==> config.mk <==
export PLATFORM = sky130hd
export DESIGN_NAME = t04_bus_handler
export DESIGN_NICKNAME = d
export VERILOG_FILES = /design/src/rtl/t04_bus_handler.sv
export SDC_FILE = /design/constraint.sdc
export NUM_CORES = 1
export LEC_CHECK = 0
export ABC_AREA = 1
export BUFFER_PORTS_ARGS = -buffer_cell sky130_fd_sc_hd__buf_2
export CORE_MARGIN = 1.5
export CORE_UTILIZATION = 44
export DETAILED_ROUTE_END_ITERATION = 12
export PLACE_DENSITY_LB_ADDON = 0.15
export SLEW_MARGIN = 0
export SYNTH_ARGS = -nofsm -noshare
export SYNTH_HDL_FRONTEND = slang
export SYNTH_SLANG_ARGS = --single-unit
==> constraint.sdc <==
create_clock -name clk -period 4.2 [get_ports clk]
set_input_delay 0 -clock clk [delete_from_list [all_inputs] [get_ports clk]]
set_output_delay 0 -clock clk [all_outputs]
set_load 0.01 [all_outputs]
==> src/rtl/t04_bus_handler.sv <==
// Single-master bus handler: serialises instruction fetches and data loads/stores
// onto a Wishbone-style bus, with a per-transaction timeout that aborts to a safe response.
module t04_bus_handler #(
  parameter int TIMEOUT = 255
) (
  input  logic        clk,
  input  logic        rst,
  input  logic [31:0] final_address,
  input  logic [31:0] mem_store,
  input  logic [3:0]  mem_sel,
  input  logic        MemRead,
  input  logic        MemWrite,
  input  logic        halt,
  output logic        i_ack,
  output logic        d_ack,
  output logic [31:0] fetched_instr,
  output logic [31:0] load_data,
  output logic        bus_err,
  output logic        wb_cyc_o,
  output logic        wb_stb_o,
  output logic        wb_we_o,
  output logic [3:0]  wb_sel_o,
  output logic [31:0] wb_adr_o,
  output logic [31:0] wb_dat_o,
  input  logic        wb_ack_i,
  input  logic [31:0] wb_dat_i
);

  // state | meaning
  // IDLE  | no transaction; latch a new request unless halt
  // BUS   | cyc/stb asserted, waiting for ack or timeout
  // RESP  | one-cycle completion pulse on i_ack or d_ack
  typedef enum logic [1:0] {
    IDLE = 2'd0,
    BUS  = 2'd1,
    RESP = 2'd2
  } state_t;

  localparam logic [31:0] NOP_INSTR = 32'h0000_0013;
  localparam logic [7:0]  TO_LAST   = 8'(TIMEOUT - 1);

  state_t     state;
  state_t     state_nxt;
  logic [7:0] to_cnt;
  logic       is_data;
  logic       is_load;
  logic       start;
  logic       acked;
  logic       timed_out;

  always_ff @(posedge clk or posedge rst) begin
    if (rst) state <= IDLE;
    else     state <= state_nxt;
  end

  always_comb begin
    state_nxt = state;
    start     = 1'b0;
    acked     = 1'b0;
    timed_out = 1'b0;
    case (state)
      IDLE: begin
        if (!halt) begin
          start     = 1'b1;
          state_nxt = BUS;
        end
      end
      BUS: begin
        // an ack on the final allowed cycle still wins over the abort
        if (wb_ack_i) begin
          acked     = 1'b1;
          state_nxt = RESP;
        end else if (to_cnt == TO_LAST) begin
          timed_out = 1'b1;
          state_nxt = RESP;
        end
      end
      RESP:    state_nxt = IDLE;
      default: state_nxt = IDLE;
    endcase
  end

  // Request latch and bus drive; simultaneous read+write is a write.
  always_ff @(posedge clk or posedge rst) begin
    if (rst) begin
      wb_cyc_o <= 1'b0;
      wb_stb_o <= 1'b0;
      wb_we_o  <= 1'b0;
      wb_sel_o <= 4'h0;
      wb_adr_o <= 32'h0;
      wb_dat_o <= 32'h0;
      is_data  <= 1'b0;
      is_load  <= 1'b0;
      to_cnt   <= 8'h0;
    end else begin
      if (start) begin
        wb_cyc_o <= 1'b1;
        wb_stb_o <= 1'b1;
        wb_we_o  <= MemWrite;
        wb_sel_o <= (MemRead | MemWrite) ? mem_sel : 4'hF;
        wb_adr_o <= final_address;
        wb_dat_o <= mem_store;
        is_data  <= MemRead | MemWrite;
        is_load  <= MemRead & ~MemWrite;
        to_cnt   <= 8'h0;
      end else if (acked || timed_out) begin
        wb_cyc_o <= 1'b0;
        wb_stb_o <= 1'b0;
      end else if (state == BUS) begin
        to_cnt <= to_cnt + 8'h1;
      end
    end
  end

  always_ff @(posedge clk or posedge rst) begin
    if (rst) begin
      i_ack <= 1'b0;
      d_ack <= 1'b0;
    end else begin
      i_ack <= (acked || timed_out) && !is_data;
      d_ack <= (acked || timed_out) &&  is_data;
    end
  end

  // Timed-out fetches return a NOP so the core keeps running; timed-out loads return zero.
  always_ff @(posedge clk or posedge rst) begin
    if (rst) begin
      fetched_instr <= 32'h0;
      load_data     <= 32'h0;
      bus_err       <= 1'b0;
    end else begin
      if (acked) begin
        if (!is_data)     fetched_instr <= wb_dat_i;
        else if (is_load) load_data     <= wb_dat_i;
      end else if (timed_out) begin
        bus_err <= 1'b1;
        if (!is_data)     fetched_instr <= NOP_INSTR;
        else if (is_load) load_data     <= 32'h0;
      end
    end
  end

endmodule
# Word level (Yosys, flattened, before mapping)
# Index checks and enable logic that the tools add are counted.
[totals] reg_bits=149 word_cells=70 in_bits=106 output_inout_bits=138
[classes] reduce_logical=13 bitwise=4 addsub=1 eq_ne=11 muxes=27
[ops] operator="two-way mux 32 bit" n=10
[ops] operator="two-way mux 8 bit" n=3
[ops] operator="!= test 2 bit, second input constant" n=8
[ops] operator="two-way mux 1 bit" n=9
[ops] operator="adder 8 x 1 -> 8 bit, second input constant" n=1
[ops] operator="equality test 8 bit, second input constant" n=1
[ops] operator="two-way mux 2 bit" n=3
[ops] operator="AND reduction 2 bit" n=3
[ops] operator="nonzero test 2 bit" n=3
[ops] operator="AND reduction 5 bit" n=1
[ops] operator="two-way mux 4 bit" n=1
[ops] operator="one-hot mux 2 bit (2 select lines)" n=1
[ops] operator="!= test 3 bit, second input constant" n=1
[ops] operator="AND reduction 3 bit" n=1
[ops] operator="equality test 2 x 1 -> 1 bit, second input constant" n=1
[ops] operator="logical AND 1 bit" n=2
[ops] operator="logical NOT 2 bit" n=1
[ops] operator="inverter 1 bit" n=2
[ops] operator="AND 1 bit" n=1
[ops] operator="logical NOT 1 bit" n=1
[ops] operator="logical OR 1 bit" n=1
[ops] operator="OR 1 bit" n=1

# Longest topological paths before layout
# Gate-level depths: netlist of run 1.
[logic_depth] depth_word=7 ltp_mapped=10 ltp_nobuf=10

# Worst setup path before layout of run 1
# OpenSTA, ideal clock, no wires.
[synth_path] kind="register -> register" from="register to_cnt[0]" to="register load_data[10]" n_path_buf=1 synth_period_minus_slack_ps=1449 t_arrival_ps=1331 path_slack_ps=2751 t_required_ps=4083 path_stages_with_launch=11 path_cell_list="dfrtp_1 -> inv_1 -> ha_1 -> nand2_1 -> nor2_1 -> nand2_2 -> nand2_4 -> nand4_4 -> buf_6 -> nand2_1 -> nand2_1"
[synth_via] elab_chain_len=6 elab_cells_between_ends=8 classes_between="3 x eq/ne; 3 x mux; 2 x reduce/logical"
[synth_lines] element="start: declaration" line="44" rtl="logic [7:0] to_cnt;"
[synth_lines] element="start signal: assignment" line="110" rtl="to_cnt <= to_cnt + 8'h1;"
[synth_lines] element="equality test 8 bit *" line="73" rtl="end else if (to_cnt == TO_LAST) begin"
[synth_lines] element="two-way mux 1 bit *" line="73"
[synth_lines] element="two-way mux 1 bit *" line="70" rtl="if (wb_ack_i) begin"
[synth_lines] element="two-way mux 1 bit *" line="61" rtl="case (state)"
[synth_lines] element="!= test 2 bit (no line) or nonzero test 2 bit (tied branches)"
[synth_lines] element="AND reduction 5 bit (no line) *"
[synth_lines] element="end signal: assignment" line="134" rtl="else if (is_load) load_data <= wb_dat_i;"
[synth_lines] element="end: declaration" line="17" rtl="output logic [31:0] load_data,"
# Every way passes the cells marked *; elsewhere a longest branch is shown, timed or not.
# A chain may end at the register's enable or synchronous reset.

# Worst setup path in the final report of run 1
[layout_path] from="register state[1]" to="register to_cnt[5]"
[layout_via] elab_chain_len=5 elab_cells_between_ends=10 classes_between="2 x eq/ne; 4 x mux; 4 x reduce/logical"
[layout_lines] element="start: declaration" line="42" rtl="state_t state;"
[layout_lines] element="start signal: assignment" line="53" rtl="else state <= state_nxt;"
[layout_lines] element="equality test 2 x 1 -> 1 bit" line="61, 109"
[layout_lines] element="two-way mux 1 bit" line="61"
[layout_lines] element="logical OR 1 bit" line="106" rtl="end else if (acked || timed_out) begin"
[layout_lines] element="!= test 2 bit (no line)"
[layout_lines] element="AND reduction 2 bit (no line)"
# Several ways; a longest one is shown, not always the timed one.

==> results of run 1 <==
## final cells by class
| cell class | count | area share [%] |
|---|---|---|
| Sequential cell | 149 | 42.1 |
| Timing Repair Buffer | 353 | 26.0 |
| Multi-Input combinational cell | 459 | 22.4 |
| Clock buffer | 28 | 5.73 |
| Tap cell | 176 | 2.49 |
| Inverter | 16 | 0.735 |
| Clock inverter | 3 | 0.481 |
## repair_timing
item	4_1_cts	5_1_grt
hold buffers	104	0
endpoints found under the hold margin	165	0
buffers inserted	0	0
gates resized for setup	0	0
## registers in the layout (all words and copies together), names as in the netlist, 2 cells and up
name,count
wb_sel_o,4
wb_dat_o,32
load_data,32
to_cnt,8
state,2
wb_adr_o,32
fetched_instr,32
## critical path, stage by stage, from the launching register on
cell and delay, ps:
dfrtp_1 330, or2_1 140, nor2_4 40, inv_2 850, nand2_2 190, inv_2 190, nand2_1 80, o21ai_1 80
## through the flow
| step | std cells | setup slack, ps | cell area [µm²] | hold slack (ps) | power, mW |
|---|---|---|---|---|---|
| 2_1_floorplan | 664 | 192 | 5990 | 107 | 3.79 |
| 3_3_place_gp | 1049 | 2240 | 7260 | -21.0 | 4.71 |
| 3_5_place_dp | 1049 | 2190 | 7260 | -13.1 | 4.78 |
| 4_1_cts | 1184 | 2180 | 8850 | 98.8 | 6.28 |
| 5_1_grt | 1184 | 1990 | 8850 | 115 | 6.71 |
| 6_report | 1184 | 2210 | 8850 | 100 | 6.28 |
## power breakdown
part           switching (mW)  internal [mW]
logic                    1.53          0.877
registers               0.366           2.10
clock network           0.540          0.875
total                    2.43           3.85
## metal layers
layer  wire (µm)  part of all wire [%]
met1        7370                    41
met5           0                     0
met2        8700                    49
met3        1250                   7.0
met4         480                   2.7
## cells by family (layout without fill, tap and decap cells)
kind of cell,after synthesis,in the layout
fa+ha+maj,2,2
simple gates,437,437
buf+inv,56,400
flops,149,149
compound gates,18,18
xor+xnor,2,2
## final timing paths
path / to / startpoint / slack [ps]
min: i_ack / rst / 100
min in group clk: wb_dat_o[7] / halt / 290
max in group asynchronous: wb_dat_o[11] / rst / 3030
min reg2reg: fetched_instr[24] / fetched_instr[24] / 460
max: to_cnt[5] / state[1] / 2210
max reg2reg: to_cnt[5] / state[1] / 2210
## placed cells by master (no fill, tap or decap)
master           n
nand2_1        347
buf_2          243
dfrtp_1        149
dlygate4sd3_1  104
nand3_1         37
nand4_1         33
clkbuf_16       17
inv_1           11
nor2_1           9
o21ai_0          8
clkbuf_1         7
buf_4            6
inv_2            4
o21ai_1          4
o22a_1           4
clkbuf_8         4
nand2_2          3
ha_1             2
nor2_2           1
nand2_4          1
nand4_4          1
or2_1            1
nor2_4           1
nand3_4          1
xor2_1           1
xnor2_1          1
a31o_2           1
a21oi_1          1
inv_6            1
nor3_1           1
or2_2            1
clkinv_2         1
clkinvlp_4       1
bufinv_16        1
==> results by group, run 1 <==
Run status
  – Status: finished, final reports clean

Layout
  – Area occupied by multi-input gates: 1980 µm²
  – Final net count: 1104
  – Share of cells above drive strength 1: 28.6%
  – Ant diodes: 0
  – FF+latch area: around 3700 µm²
  – Util after Layout: 66.8%
  – Area grow syn2layout: 47.7%
  – Layout fillers: 1058

Timing
  – Final Hold Vio Count: 0
  – Fin crit share: 47.4%
  – Clock Skew: around 6.5 ps
  – F_max: between 500 and 600 MHz
  – Slew Limit Fails: 0
  – RSZ-0062 raised after global routing: false
  – Setup TNS Final: 0 ps
  – Worst Tran Pin Value: 1200 ps
  – Final Setup Violations: 0
  – Min cycle time layout: 1990 ps
  – Slew headroom: 19.9%

Drt
  – Final WL: approximately 18000 µm
  – Initial DRC count: 350
  – Drt via density: 4.92
  – Routed Antenna Nets: 0
  – Initial DRT Pass Iterations: 5
  – DRC viols: 0
  – Via count: 5823
  – Wirelength per Cell: 15.0 µm

Placement
  – HPWL after detailed placement: approximately 11000 µm
  – Number of port buffers: roughly 240
  – GP Congestion: between 0.8 and 0.9

Pwr
  – P per Cell Area: slightly above 700 nW/µm²
  – P_leak: 4.98 nW
  – VDD IR max: 0.416 mV

Logic synthesis
  – Async SR Flop Fraction: 100%
  – Mapped Nets: 772
  – Distinct cell type count after synthesis: 28
  – Post-synthesis simple-gate area fraction: 30.4%
  – Combinational family with the most area after synthesis: simple AND/OR/NAND/NOR gates
  – Top_reg_cell synth: dfrtp_1
  – Synth area leaders: dfrtp_1 (62%), nand2_1 (22%), nand4_1 (3.4%)
  – Post-synthesis mux area share: 0%
  – Yosys warns: 0
  – XOR/XNOR Fraction of Synth Area: 0.292%
  – Post-Syn Instances: 664
  – Complex-gate fraction of the synthesized area: 1.82%
  – Seq cells post-synth: 149
  – Post-synth top area share: 62.2%
  – Post-synth top area cell: dfrtp_1
  – Post-synthesis area per instance: approximately 9 µm²
  – EDFF count, synth: 0
  – Register area share after synthesis: between 60% and 70%
  – Commonest cells post-synth: nand2_1 (347), dfrtp_1 (149), nand3_1 (37)
  – Synth Area in Adders: less than 1%
  – Mapped cell area: approximately 6000 µm²
  – Count leader, synth: nand2_1

Setup path
  – Startpoint Class: flip-flop
  – Crit path DAT: between 2000 and 2500 ps
  – Endpoint class of the critical path: flip-flop
  – Crit path max fanout: 74
  – Critical Path RT: 4530 ps
  – Kind of critical path: flip-flop to flip-flop
  – Worst R2R Path Depth: 7

Global route
  – Initial antenna violation count: 0
  – Grt met1 use: about a third
  – Global-route wire length before repair: 29100 µm
  – GRT Util Overall: 25.8%
  – Largest net degree at the start of global routing: 75
  – M3 GR Usage: 6.37%
  – Vias in the first global route: between 5k and 6k
  – GR Util met2: 43.3%
  – Gr ovfl total: 0
  – GRT Max-Usage Layer: met2

Floorplan
  – Starting Density: 45.2%
  – FP Rows: 42
  – Chip Width: 120 µm
  – Die height: 120 µm
  – Core area: 13200 µm²
  – Num ports: 244
  – Full die area: roughly 14000 µm²

Clocking
  – H-tree levels: 4
  – Clock Path Buffers: 2
  – Clock-pin slew on the worst setup and hold paths: 60 ps
  – CTS buffer count: 17
  – Clock Root Buffer: clkbuf_16
  – # clock sinks: 149
  – Clk Latency, worst-skew pair: 410 ps
  – CTS tree: built

Flow run
  – Max Cap Viol: 0

Hold path
  – Worst min-delay path class: primary input to async pin
Power figures use the tool's default switching activity.
==> inputs of run 2 (changes only) <==
Settings changed: CORE_UTILIZATION 44 to 48.
Clock period 4.2 ns to 2 ns, I/O delays scaled along.
==> results by group, run 2 (same netlist as run 1, synthesis figures left out) <==
Drt
  – Drt via density: 4.99 (+1.4%)
  – Final WL: 18400 µm (+3.3%)
  – Routed Antenna Nets: 0 (unchanged)
  – Wirelength per Cell: 15.5 µm (+2.8%)
  – DRC viols: 0 (unchanged)
  – Initial DRT Pass Iterations: 5 (unchanged)
  – Initial DRC count: 459 (+31%)
  – Via count: 5936 (+1.9%)

Setup path
  – Endpoint class of the critical path: flip-flop
  – Kind of critical path: flip-flop to flip-flop
  – Startpoint Class: flip-flop
  – Crit path DAT: 2150 ps (-170 ps)
  – Crit path max fanout: 27 (-64%)
  – Slowest CP cell: dlygate4sd3_1
  – Peak per-stage delay on the critical path: 550 ps (-300 ps)
  – Crit path cell chain: or2_1 -> nor2_4 -> inv_2 -> nand2_1 -> o21ai_0 -> dlygate4sd3_1
  – Critical Path RT: 2300 ps (-2230 ps)

Global route
  – GRT Util Overall: 28.7% (+2.9 points)
  – Initial antenna violation count: 0 (unchanged)
  – GR Util met2: 48.7% (+5.4 points)
  – Gr ovfl total: 0 (unchanged)
  – Vias in the first global route: 5987 (+0.86%)
  – GRT Max-Usage Layer: met2
  – M3 GR Usage: 7.43% (+1.1 points)
  – Grt met1 use: 34.7% (+2.9 points)
  – Largest net degree at the start of global routing: 49 (-35%)
  – Global-route wire length before repair: 29200 µm (+0.31%)

Layout
  – Layout fillers: 869 (-18%)
  – FF+latch area: 3730 µm² (unchanged)
  – Area grow syn2layout: 50.3%
  – Final net count: 1117 (+1.2%)
  – Share of cells above drive strength 1: 29.6% (+1.0 points)
  – Commonest non-fill, non-tap cell in the layout: nand2_1
  – Area occupied by multi-input gates: 2000 µm² (+0.88%)
  – Final Instance Area: 9010 µm² (+1.8%)
  – Most frequent cells in the layout: nand2_1 (347), buf_2 (243), dfrtp_1 (149), dlygate4sd3_1 (104), nand3_1 (37)

Clocking
  – Clk Latency, worst-skew pair: 420 ps (about the same)
  – CTS tree: built
  – Setup Fix Bufs, Post-CTS: 0 (unchanged)
  – Clock Root Buffer: clkbuf_16
  – # clock sinks: 149 (unchanged)
  – CTS buffer count: 17 (unchanged)
  – H-tree levels: 4 (unchanged)
  – Clock-pin slew on the worst setup and hold paths: 50 ps (about the same)
  – Clock Path Buffers: 2 (unchanged)

Floorplan
  – Starting Density: 49.5% (+4.2 points)
  – Chip Width: 115 µm (-4.1%)
  – Num ports: 244 (unchanged)
  – Die height: 115 µm (-4.1%)
  – FP Rows: 40 (-4.8%)
  – Full die area: 13200 µm² (-8.1%)
  – Core area: 12100 µm² (-8.5%)

Hold path
  – Worst min-delay path class: primary input to flip-flop

Timing
  – Setup TNS Final: 0 ps (unchanged)
  – Fin crit share: 92.2% (+45 points)
  – Worst Tran Pin Value: 702 ps (-498 ps)
  – Slew headroom: 53.1% (+33 points)
  – F_max: 542 MHz (+7.9%)
  – Min cycle time layout: 1840 ps (-146 ps)
  – Clock Skew: 8.12 ps (+1.66 ps)
  – Final Setup Violations: 0 (unchanged)
  – RSZ-0062 raised after global routing: false
  – Slew Limit Fails: 0 (unchanged)
  – Final Hold Vio Count: 0 (unchanged)

Pwr
  – P per Cell Area: 1490 nW/µm² (+110%)
  – VDD IR max: 0.746 mV (+79%)
  – P_leak: 5.07 nW (+1.7%)
  – Total power: 13.4 mW (+110%)

Placement
  – Placed inst area: 7400 µm² (+1.9%)
  – GP Congestion: 0.844 (+3.7%)
  – HPWL after detailed placement: 11100 µm (+5.1%)
  – Number of port buffers: 243 (unchanged)

Flow run
  – Max Cap Viol: 0 (unchanged)

Run status
  – Status: finished, final reports clean
[run 2: metrics by stage]
stage / instances / setup slack, ps / util, % / hold slack (ps)
floorplan: 664 / 125 / - / 107
global placement: 1053 / 248 / 61.1 / 135
detailed placement: 1053 / 164 / 61.1 / 144
CTS: 1188 / 140 / 74.2 / 18.9
global route: 1189 / 45.0 / 74.4 / 65.8
finish: 1190 / 156 / 74.4 / 62.0
[run 2: per-layer routing]
layer / wire (µm) / part of all wire, %
met5: 0 / 0
met4: 495 / 2.7
met3: 1390 / 7.6
met2: 9100 / 49
met1: 7400 / 40
[run 2: report_power, final]
part,total [mW],switching [mW],internal (mW)
sequential,5.22,0.815,4.41
combinational,5.23,3.29,1.95
clock,2.97,1.14,1.83
total,13.4,5.24,8.19
[run 2: area by class of cell]
cell class	instances	share of cell area (%)
clock inverter	4	0.500
timing repair buffer	365	27.2
tap	168	2.33
sequential	149	41.4
inverter	16	0.708
multi-input combinational	460	22.2
antenna	1	0.0278
clock buffer	27	5.58
[run 2: final timing paths]
path                         startpoint                end  slack [ps]  depth (start not counted)
max                            state[0]            is_load         160                          6
min                            wb_ack_i          to_cnt[1]          60                          4
max reg2reg                    state[0]            is_load         160                          6
min reg2reg                wb_dat_o[24]       wb_dat_o[24]         460                          2
max in group asynchronous           rst       wb_adr_o[24]        1060                          4
min in group asynchronous           rst  fetched_instr[10]         240                          3
[run 2: timing repair]
item,in CTS,in global routing
endpoints found under the hold margin,155,0
endpoints found under the setup margin,0,3
hold buffers,104,0
gates resized for setup,0,1
[run 2: worst max-delay path: cells and delay by family, from the launching register on]
kind | cells | cell delay (ps)
AO/OA/AOI/OAI | 1 | 70
buffers and inverters | 2 | 770
flip-flops | 1 | 370
AND/OR/NAND/NOR | 3 | 510
